$ cat src/rtl/mem_access.sv
// -----------------------------------------------------------------------------
// mem_access
//   MEM-stage data-memory access unit. It turns a load/store request from the
//   control decoder into a single registered bus transaction, holds the
//   pipeline while the transaction runs, and returns the aligned and extended
//   load result. Misaligned accesses are reported as AdEL/AdES and are never
//   sent to the bus.
//
// Ports
//   clk, rst                 clock, synchronous active-high reset
//   memRead, memWrite        load / store request (both set = load only)
//   readDataSelect           load width  (00 word, 01 half, 10 byte, 11 word)
//   writeDataSelect          store width (same encoding)
//   ldUnsigned               1 = zero-extend byte/half loads, 0 = sign-extend
//   addr, storeData          byte address and store value
//   flush                    kills the request while the FSM is IDLE
//   dmem_*                   registered bus request; dmem_ready/dmem_rdata back
//   loadData                 registered load result
//   stall, done              pipeline hold / one-cycle completion pulse
//   addrErr, addrErrIsStore  misaligned access, 1 = store (AdES)
//   badVAddr                 faulting address while addrErr = 1
//   state_dbg                current FSM state (0 IDLE, 1 REQ, 2 RESP)
//
// Bus handshake: dmem_req rises on the edge that leaves IDLE and the request
// fields (we, addr, be, wdata) stay constant until the slave raises
// dmem_ready for one cycle while dmem_req = 1; dmem_rdata is sampled in that
// cycle and dmem_req drops on the following edge. A transfer therefore
// completes in exactly the cycle where dmem_req and dmem_ready are both 1.
// -----------------------------------------------------------------------------
module mem_access (
    input  logic        clk,
    input  logic        rst,
    input  logic        memRead,
    input  logic        memWrite,
    input  logic [1:0]  readDataSelect,
    input  logic [1:0]  writeDataSelect,
    input  logic        ldUnsigned,
    input  logic [31:0] addr,
    input  logic [31:0] storeData,
    input  logic        flush,
    output logic        dmem_req,
    output logic        dmem_we,
    output logic [31:0] dmem_addr,
    output logic [3:0]  dmem_be,
    output logic [31:0] dmem_wdata,
    input  logic        dmem_ready,
    input  logic [31:0] dmem_rdata,
    output logic [31:0] loadData,
    output logic        stall,
    output logic        done,
    output logic        addrErr,
    output logic        addrErrIsStore,
    output logic [31:0] badVAddr,
    output logic [1:0]  state_dbg
);

    localparam logic [1:0] S_IDLE = 2'd0;
    localparam logic [1:0] S_REQ  = 2'd1;
    localparam logic [1:0] S_RESP = 2'd2;

    logic [1:0] state, next_state;

    // Request decode (only meaningful while IDLE). A simultaneous read and
    // write is treated as a read, so the width comes from readDataSelect.
    logic        is_read, is_write, any_req;
    logic [1:0]  width_sel;
    logic        is_byte, is_half, aligned, access;
    logic [3:0]  be_next;
    logic [31:0] wdata_next;

    // Load formatting information captured when the request is issued.
    logic        rd_q, ld_byte_q, ld_half_q, ld_uns_q;
    logic [1:0]  ld_lane_q;
    logic [31:0] load_fmt;

    assign is_read   = memRead;
    assign is_write  = memWrite & ~memRead;
    assign any_req   = memRead | memWrite;
    assign width_sel = is_read ? readDataSelect : writeDataSelect;
    assign is_byte   = (width_sel == 2'b10);
    assign is_half   = (width_sel == 2'b01);
    assign aligned   = is_byte | (is_half & ~addr[0]) |
                       (~is_byte & ~is_half & (addr[1:0] == 2'b00));
    assign access    = any_req & ~flush & aligned;

    always_comb begin
        be_next    = 4'b1111;
        wdata_next = storeData;
        if (is_byte) begin
            be_next    = 4'b0001 << addr[1:0];
            wdata_next = {4{storeData[7:0]}};
        end else if (is_half) begin
            be_next    = addr[1] ? 4'b1100 : 4'b0011;
            wdata_next = {2{storeData[15:0]}};
        end
    end

    always_comb begin
        load_fmt = dmem_rdata;
        if (ld_byte_q) begin
            case (ld_lane_q)
                2'd0:    load_fmt[7:0] = dmem_rdata[7:0];
                2'd1:    load_fmt[7:0] = dmem_rdata[15:8];
                2'd2:    load_fmt[7:0] = dmem_rdata[23:16];
                default: load_fmt[7:0] = dmem_rdata[31:24];
            endcase
            load_fmt[31:8] = ld_uns_q ? 24'd0 : {24{load_fmt[7]}};
        end else if (ld_half_q) begin
            load_fmt[15:0]  = ld_lane_q[1] ? dmem_rdata[31:16] : dmem_rdata[15:0];
            load_fmt[31:16] = ld_uns_q ? 16'd0 : {16{load_fmt[15]}};
        end
    end

    // State register
    always_ff @(posedge clk) begin
        if (rst) state <= S_IDLE;
        else     state <= next_state;
    end

    // Next-state logic; flush only matters in IDLE so a started transfer
    // always runs to completion.
    always_comb begin
        next_state = state;
        case (state)
            S_IDLE:  if (access) next_state = S_REQ;
            S_REQ:   if (dmem_ready) next_state = S_RESP;
            S_RESP:  next_state = S_IDLE;
            default: next_state = S_IDLE;
        endcase
    end

    // Output logic
    always_comb begin
        stall          = 1'b0;
        done           = 1'b0;
        addrErr        = 1'b0;
        addrErrIsStore = 1'b0;
        badVAddr       = 32'd0;
        case (state)
            S_IDLE: begin
                stall   = access;
                addrErr = any_req & ~flush & ~aligned;
                if (addrErr) begin
                    addrErrIsStore = is_write;
                    badVAddr       = addr;
                end
            end
            S_REQ:   stall = 1'b1;
            S_RESP:  done  = 1'b1;
            default: ;
        endcase
    end

    assign state_dbg = state;

    // Bus and load-result registers
    always_ff @(posedge clk) begin
        if (rst) begin
            dmem_req   <= 1'b0;
            dmem_we    <= 1'b0;
            dmem_addr  <= 32'd0;
            dmem_be    <= 4'd0;
            dmem_wdata <= 32'd0;
            loadData   <= 32'd0;
            rd_q       <= 1'b0;
            ld_byte_q  <= 1'b0;
            ld_half_q  <= 1'b0;
            ld_uns_q   <= 1'b0;
            ld_lane_q  <= 2'd0;
        end else begin
            case (state)
                S_IDLE: begin
                    if (access) begin
                        dmem_req   <= 1'b1;
                        dmem_we    <= is_write;
                        dmem_addr  <= {addr[31:2], 2'b00};
                        dmem_be    <= be_next;
                        // Reads drive zero write data so the bus is quiet.
                        dmem_wdata <= is_write ? wdata_next : 32'd0;
                        rd_q       <= is_read;
                        ld_byte_q  <= is_byte;
                        ld_half_q  <= is_half;
                        ld_uns_q   <= ldUnsigned;
                        ld_lane_q  <= addr[1:0];
                    end
                end
                S_REQ: begin
                    if (dmem_ready) begin
                        dmem_req <= 1'b0;
                        if (rd_q) loadData <= load_fmt;
                    end
                end
                default: ;
            endcase
        end
    end

endmodule

$ cat config.mk
export PLATFORM = sky130hd
export DESIGN_NAME = mem_access
export DESIGN_NICKNAME = d
export VERILOG_FILES = /design/src/rtl/mem_access.sv
export SDC_FILE = /design/constraint.sdc
export NUM_CORES = 1
export LEC_CHECK = 0
export ABC_AREA = 1
export BUFFER_PORTS_ARGS = -buffer_cell sky130_fd_sc_hd__buf_2
export CAP_MARGIN = 0
export CORE_MARGIN = 2
export CORE_UTILIZATION = 51
export DETAILED_ROUTE_END_ITERATION = 6
export GPL_ROUTABILITY_DRIVEN = 0
export PLACE_DENSITY = 0.86
export SYNTH_ARGS = -nofsm -noshare
export SYNTH_HDL_FRONTEND = slang
export SYNTH_SLANG_ARGS = --single-unit
$ cat constraint.sdc
create_clock -name clk -period 4.7 [get_ports clk]
set_input_delay 0.705 -clock clk [delete_from_list [all_inputs] [get_ports clk]]
set_output_delay 0.705 -clock clk [all_outputs]
set_load 0.02 [all_outputs]
==> results of run 1 <==
-- worst max-delay path, cell delays in order --
cell	delay, ns
buf_2	0.11
inv_1	0.17
or2_2	0.32
o21ai_0	0.12
inv_1	0.11
ha_1	0.25
a21oi_4	0.20
nand3_2	0.53
nor2_1	0.28
buf_2	0.20
-- power breakdown --
part	leakage [uW]	switching, uW	total (uW)	internal [uW]
Combinational	0.00286	308	460	152
Sequential	0.000877	23.7	979	955
Clock	0.000111	345	618	273
Total	0.00385	677	2060	1380
-- layout make-up --
| type | count | area [um^2] |
|---|---|---|
| clock inverter | 6 | 78.8 |
| tap | 140 | 175 |
| clock buffer | 10 | 138 |
| sequential | 108 | 2160 |
| fill | 1037 | 3760 |
| multi-input combinational | 626 | 2790 |
| inverter | 86 | 323 |
| timing repair buffer | 251 | 1270 |
-- metal layers --
layer	vias to the layer above	track usage	share of wire
li1	3159	-	-
met1	2825	0.335	0.41
met2	265	0.452	0.47
met3	38	0.0675	0.084
met4	2	0.119	0.032
met5	-	0	0.00080
-- registers in the layout (all words and copies together), names as in the netlist --
| name | flops |
|---|---|
| dmem_wdata | 32 |
| loadData | 32 |
| dmem_addr | 30 |
| dmem_be | 4 |
| ld_lane_q | 2 |
| state_dbg | 2 |
| dmem_req | 1 |
| dmem_we | 1 |
| ld_byte_q | 1 |
| ld_half_q | 1 |
| ld_uns_q | 1 |
| rd_q | 1 |
-- Yosys cell counts --
library cell    n  area (um^2)
inv_1          80          300
a21oi_1        73          365
buf_2          18         90.1
buf_1           2         7.51
nand2_2         1         6.26
nor2_1        182          683
dfxtp_1       108         2160
o21ai_1         2         10.0
nand4_1        11         68.8
buf_4           7         52.6
clkbuf_1       28          105
nor2_4          1         11.3
buf_6           1         11.3
nor2_2          1         6.26
nand3_2         4         40.0
or2_2           2         12.5
nand2_4         2         22.5
conb_1          1         3.75
a21boi_0       16          120
o21ai_0        93          465
nand2_1       204          766
ha_1            3         37.5
o31ai_1         2         15.0
a21oi_4         1         16.3
inv_2           3         11.3
o211ai_1        1         7.51
clkinv_1        3         11.3
nand3_1        25          125
-- per-stage QoR --
stage | total power, uW | utilization | hold WS (ns) | std cells | worst slack, ns
finish | 2060 | 0.648 | 0.470 | 1227 | 0.996
global route | 2160 | 0.648 | 0.492 | 1227 | 0.800
CTS | 2060 | 0.648 | 0.470 | 1227 | 1.02
detailed placement | 1460 | 0.628 | 0.455 | 1211 | 1.01
global placement | 1450 | 0.628 | 0.450 | 1211 | 1.15
floorplan | 1300 | - | 0.441 | 876 | 1.53
-- worst max path at each step --
stage                        from            to  slack (ns)  cells past startpoint
after floorplan           memRead  badVAddr[22]        1.53                     10
after global placement    memRead   badVAddr[9]        1.15                     10
after detailed placement  memRead   badVAddr[7]        1.01                     10
after CTS                 memRead   badVAddr[9]        1.02                     10
after global routing      memRead  badVAddr[23]        0.80                     10
final                     memRead   badVAddr[9]         1.0                     10
-- cell families (layout without fill, tap and decap cells) --
group / after synthesis / after routing / synth area share
AO/OA/AOI/OAI: 188 / 188 / 0.181
other: 1 / 2 / 0.000678
AND/OR/NAND/NOR: 433 / 433 / 0.315
flip-flops: 108 / 108 / 0.391
adder cells (fa/ha/maj): 3 / 3 / 0.00678
buffers and inverters: 142 / 353 / 0.106
==> summary.md, run 1 <==
| Metric | Value |
|---|---|
| Core region area | `0.0107 mm^2` |
| Worst-skew pair later-pin latency | `0.37 ns` |
| Worst r2r dst | `loadData[20]$_SDFFE_PP0P_` |
| RSZ-0062 raised after global routing | `no` |
| Overall Global Routing Usage | `0.272` |
| Hold path cells | `2` |
| Routed Antenna Nets | `0` |
| Setup Fix Bufs, Post-CTS | `0` |
| Fin crit period | `3.70 ns` |
| Initial antenna violation count | `1` |
| Synth Register Bits | `108` |
| Final TNS setup | `0 ns` |
| Slew of the pin with the lowest slew margin | `0.834 ns` |
| Die width | `around 110 um` |
| Setup Viol. Count Final | `0` |
| Sequential-to-total area share from yosys stat | `0.391` |
| Worst reg2reg setup slack | `2.52 ns` |
| Port buffer count | `between 200 and 250` |
| Initial core utilization | `0.517` |
| Area growth, synth to finish | `25.3%` |
| CTS clk-pin slew, worst paths | `around 0.10 ns` |
| Period utilization | `0.788` |
| CTS tree | `built` |
| Most frequent cells in the layout | `buf_2 (244), nand2_1 (204), nor2_1 (182)` |
| Synth Cell Area | `0.00553 mm^2` |
| Crit start category | `primary input` |
| Die area | `approximately 0.012 mm^2` |
| Cell Area, Placed | `roughly 0.0067 mm^2` |
| Final nets | `approximately 1200` |
| Cell count after synthesis | `a little under 900` |
| Cts hold-fix bufs | `0` |
| Row count | `38` |
| Worst clock skew | `0.00651 ns` |
| Launching point of the worst reg2reg path | `ld_byte_q$_SDFFE_PP0P_` |
| Post-CTS Resized | `0` |
| Critical Path End Type | `output port` |
| Die Span Y | `108 um` |
| Starting DRC count in detailed routing | `408` |
| Max Cap Viol | `0` |
| Library cells used by synthesis | `28` |
| Clock buffer depth | `2` |
| Detailed Place HPWL | `11800 um` |
| Vias | `6289` |
| Vias in the first global route | `approximately 5600` |
| Design Area, Final | `0.00694 mm^2` |
| YS warnings | `0` |
| Leakage power total | `a little under 0.004 uW` |
| Commonest non-fill, non-tap cell in the layout | `buf_2` |
| DRT Pass-1 Iters | `5` |
| Max Freq | `270 MHz` |
| Clk root buf | `clkbuf_8` |
| Global-route wire length before repair | `25600 um` |
| Min-Delay Endpoint | `dmem_wdata[0]$_SDFFE_PP0P_` |
| Fin. Hold Viols | `0` |
| Vias/cell | `5.13` |
| Total grt overflow | `0` |
| Slew headroom | `0.443` |
| Status | `completed` |
| DRC | `0` |
| CP required | `3.99 ns` |
| Share of post-route cells with drive strength above 1 | `0.259` |
| Critical-path maximum fanout | `34` |
| Io pins | `247` |
| Reg2Reg Depth | `6` |
| CP Class | `in2out` |
| CTS H-tree depth | `3` |
| PwrDens | `297 mW/mm^2` |
| CTS Sinks | `108` |
| WL final | `16300 um` |
| Mean routed wirelength per cell | `13.3 um` |
| N_diodes | `0` |
| Largest net degree at the start of global routing | `64` |
| Syn avg cell area | `6.32 um^2` |
| Maximum VDD drop | `0.155 mV` |
| HP Start | `dmem_wdata[0]$_SDFFE_PP0P_` |
| Final Max Tran Viols | `0` |
| Worst Path Arrival | `3.00 ns` |
| Hold Crit Class | `reg2reg` |
| Cts bufs inserted | `9` |
Note: power is estimated with default switching activity, not from simulation.
==> run 2: changes to the inputs <==
--- a/config.mk
+++ b/config.mk
@@ -9,10 +9,10 @@
 export BUFFER_PORTS_ARGS = -buffer_cell sky130_fd_sc_hd__buf_2
 export CAP_MARGIN = 0
 export CORE_MARGIN = 2
-export CORE_UTILIZATION = 51
+export CORE_UTILIZATION = 43
 export DETAILED_ROUTE_END_ITERATION = 6
 export GPL_ROUTABILITY_DRIVEN = 0
-export PLACE_DENSITY = 0.86
+export PLACE_DENSITY = 0.77
 export SYNTH_ARGS = -nofsm -noshare
 export SYNTH_HDL_FRONTEND = slang
 export SYNTH_SLANG_ARGS = --single-unit
==> constraint.sdc (replaced) <==
create_clock -name clk -period 3.4 [get_ports clk]
set_input_delay 0.51 -clock clk [delete_from_list [all_inputs] [get_ports clk]]
set_output_delay 0.51 -clock clk [all_outputs]
set_load 0.02 [all_outputs]
==> run 2 against run 1 <==
Against the previous run:
- sequential cell count unchanged
- global-route usage fell by 2.8 points
- via count shrank 0.70%
- combinational power is 41% higher
- power rose by 50%
- sequential share of layout area down 0.69 points
- core utilization is 8.4 points lower
- final cell count up 2.9%
- count of clock-buffer cells in the layout unchanged
- hold slack lost 0.051 ns
- first-iteration DRC count up 0.25%
- design area is 2.3% higher
- critical path type unchanged
==> summary.md, run 2 (same netlist as run 1, synthesis figures left out) <==
| Metric | Value |
|---|---|
| Status | `completed` |
| Clock buffer depth | `2 (unchanged)` |
| Commonest non-fill, non-tap cell in the layout | `buf_2` |
| Global-route wire length before repair | `27500 um (+7.8%)` |
| Port buffer count | `244 (unchanged)` |
| Final nets | `1196 (+0.34%)` |
| Post-CTS Resized | `0 (unchanged)` |
| Core region area | `0.0126 mm^2 (+17%)` |
| Io pins | `247 (unchanged)` |
| Share of post-route cells with drive strength above 1 | `0.261 (+0.00204)` |
| Fin. Hold Viols | `0 (unchanged)` |
| DRT Pass-1 Iters | `5 (unchanged)` |
| Worst-skew pair later-pin latency | `0.35 ns (-0.02 ns)` |
| Area of the multi-input gates | `0.00279 mm^2 (unchanged)` |
| Slowest-stage cell, CP | `or2_2` |
| Crit-path max cell delay | `0.26 ns (-0.27 ns)` |
| Initial antenna violation count | `1 (unchanged)` |
| Most frequent cells in the layout | `buf_2 (244), nand2_1 (204), nor2_1 (182)` |
| Die area | `0.0138 mm^2 (+18%)` |
| Overall Power | `3080 uW (+50%)` |
| Initial core utilization | `0.440 (-0.0770)` |
| Mean routed wirelength per cell | `13.7 um (+3.0%)` |
| Cts bufs inserted | `9 (unchanged)` |
| Worst Path Arrival | `2.25 ns (-0.75 ns)` |
| CP required | `2.89 ns (-1.10 ns)` |
| Maximum VDD drop | `0.281 mV (+82%)` |
| Routed Antenna Nets | `0 (unchanged)` |
| Slew of the pin with the lowest slew margin | `1.13 ns (+0.292 ns)` |
| Critical Path End Type | `output port` |
| Setup Fix Bufs, Post-CTS | `0 (unchanged)` |
| Largest net degree at the start of global routing | `57 (-11%)` |
| Detailed Place HPWL | `12500 um (+5.6%)` |
| WL final | `17300 um (+6.1%)` |
| CP Class | `in2out` |
| PwrDens | `435 mW/mm^2 (+47%)` |
| CTS tree | `built` |
| RSZ-0062 raised after global routing | `no` |
| Max Freq | `363 MHz` |
| Clk root buf | `clkbuf_16` |
| Hold Crit Class | `in2reg` |
| Vias/cell | `4.94 (-3.5%)` |
| CTS Sinks | `108 (unchanged)` |
| Slew headroom | `0.244 (-0.199)` |
| Max Cap Viol | `0 (unchanged)` |
| Period utilization | `0.811` |
| Fin crit period | `2.76 ns` |
| FF+latch area | `0.00216 mm^2 (unchanged)` |
| Die width | `117 um (+8.6%)` |
| Die Span Y | `117 um (+8.6%)` |
| Worst clock skew | `0.00414 ns (-0.00237 ns)` |
| Fillers | `1266 (+22%)` |
| Overall Global Routing Usage | `0.244 (-0.0285)` |
| Placed cell count | `1247 (+3.0%)` |
| CTS H-tree depth | `3 (unchanged)` |
| Row count | `41 (+7.9%)` |
| Vias in the first global route | `5589 (+0.072%)` |
| Leakage power total | `0.00390 uW (+1.2%)` |
| Crit start category | `primary input` |
| Total grt overflow | `0 (unchanged)` |
| Starting DRC count in detailed routing | `409 (+0.25%)` |
| Vias | `6245 (-0.70%)` |
| Crit-path cells | `buf_2, inv_1, or2_2, o21ai_0, inv_1, ha_1, a21oi_4, nand3_2, buf_4, nor2_1, buf_2` |
| Critical-path maximum fanout | `34 (unchanged)` |
| DRC | `0 (unchanged)` |
| Area growth, synth to finish | `28.2%` |
| Final TNS setup | `0 ns (unchanged)` |
| Cts hold-fix bufs | `0 (unchanged)` |
| Setup Viol. Count Final | `0 (unchanged)` |
| Largest registers | `dmem_wdata (32), loadData (32), dmem_addr (30)` |
| Final Max Tran Viols | `0 (unchanged)` |
| CTS clk-pin slew, worst paths | `0.07 ns (-0.03 ns)` |
| Final Non-Filler Cells | `1263 (+2.9%)` |
[run 2: worst max-delay path: cells and delay by family]
kind | cells | cell delay (ns)
fa+ha+maj | 1 | 0.24
simple gates | 3 | 0.48
compound gates | 2 | 0.31
buf+inv | 5 | 0.66
[run 2: report_power, final]
part	total [uW]	leakage, uW	switching (uW)	internal, uW
sequential	1350	0.000877	33.9	1320
clock	1080	0.000141	490	590
combinational	648	0.00288	433	215
[run 2: area by class of cell]
class                   count  area share
multi-input cells         626       0.393
flip-flops and latches    108       0.305
repair buffers            255       0.184
clock inverters             5     0.00882
clock buffers              10      0.0337
diodes                      1    0.000353
inverters                  86      0.0455
well taps                 172      0.0303
[run 2: routing by layer]
layer  vias to the layer above  wire length (um)  GRT usage
met4                         0               532      0.104
met1                      2790              7200      0.302
met2                       255              8020      0.399
met3                        33              1500     0.0657
li1                       3167                 -          -
met5                         -                 0          0
[run 2: worst paths after layout]
check / from / end / slack [ns] / depth (start not counted)
max: memRead / badVAddr[23] / 0.64 / 11
min: dmem_ready / state_dbg[1]$_SDFFE_PP0P_ / 0.42 / 3
max reg2reg: state_dbg[1]$_SDFFE_PP0P_ / loadData[19]$_SDFFE_PP0P_ / 0.95 / 10
min reg2reg: dmem_wdata[7]$_SDFFE_PP0P_ / dmem_wdata[7]$_SDFFE_PP0P_ / 0.46 / 2
[run 2: per-stage QoR]
| step | area, um^2 | util | hold WS [ns] | setup slack (ns) |
|---|---|---|---|---|
| CTS | 7090 | 0.564 | 0.412 | 0.647 |
| detailed placement | 6790 | 0.540 | 0.455 | 0.350 |
| floorplan | 5540 | - | 0.441 | 0.622 |
| global route | 7090 | 0.564 | 0.425 | 0.468 |
| global placement | 6790 | 0.540 | 0.451 | 0.408 |
| finish | 7090 | 0.564 | 0.419 | 0.641 |
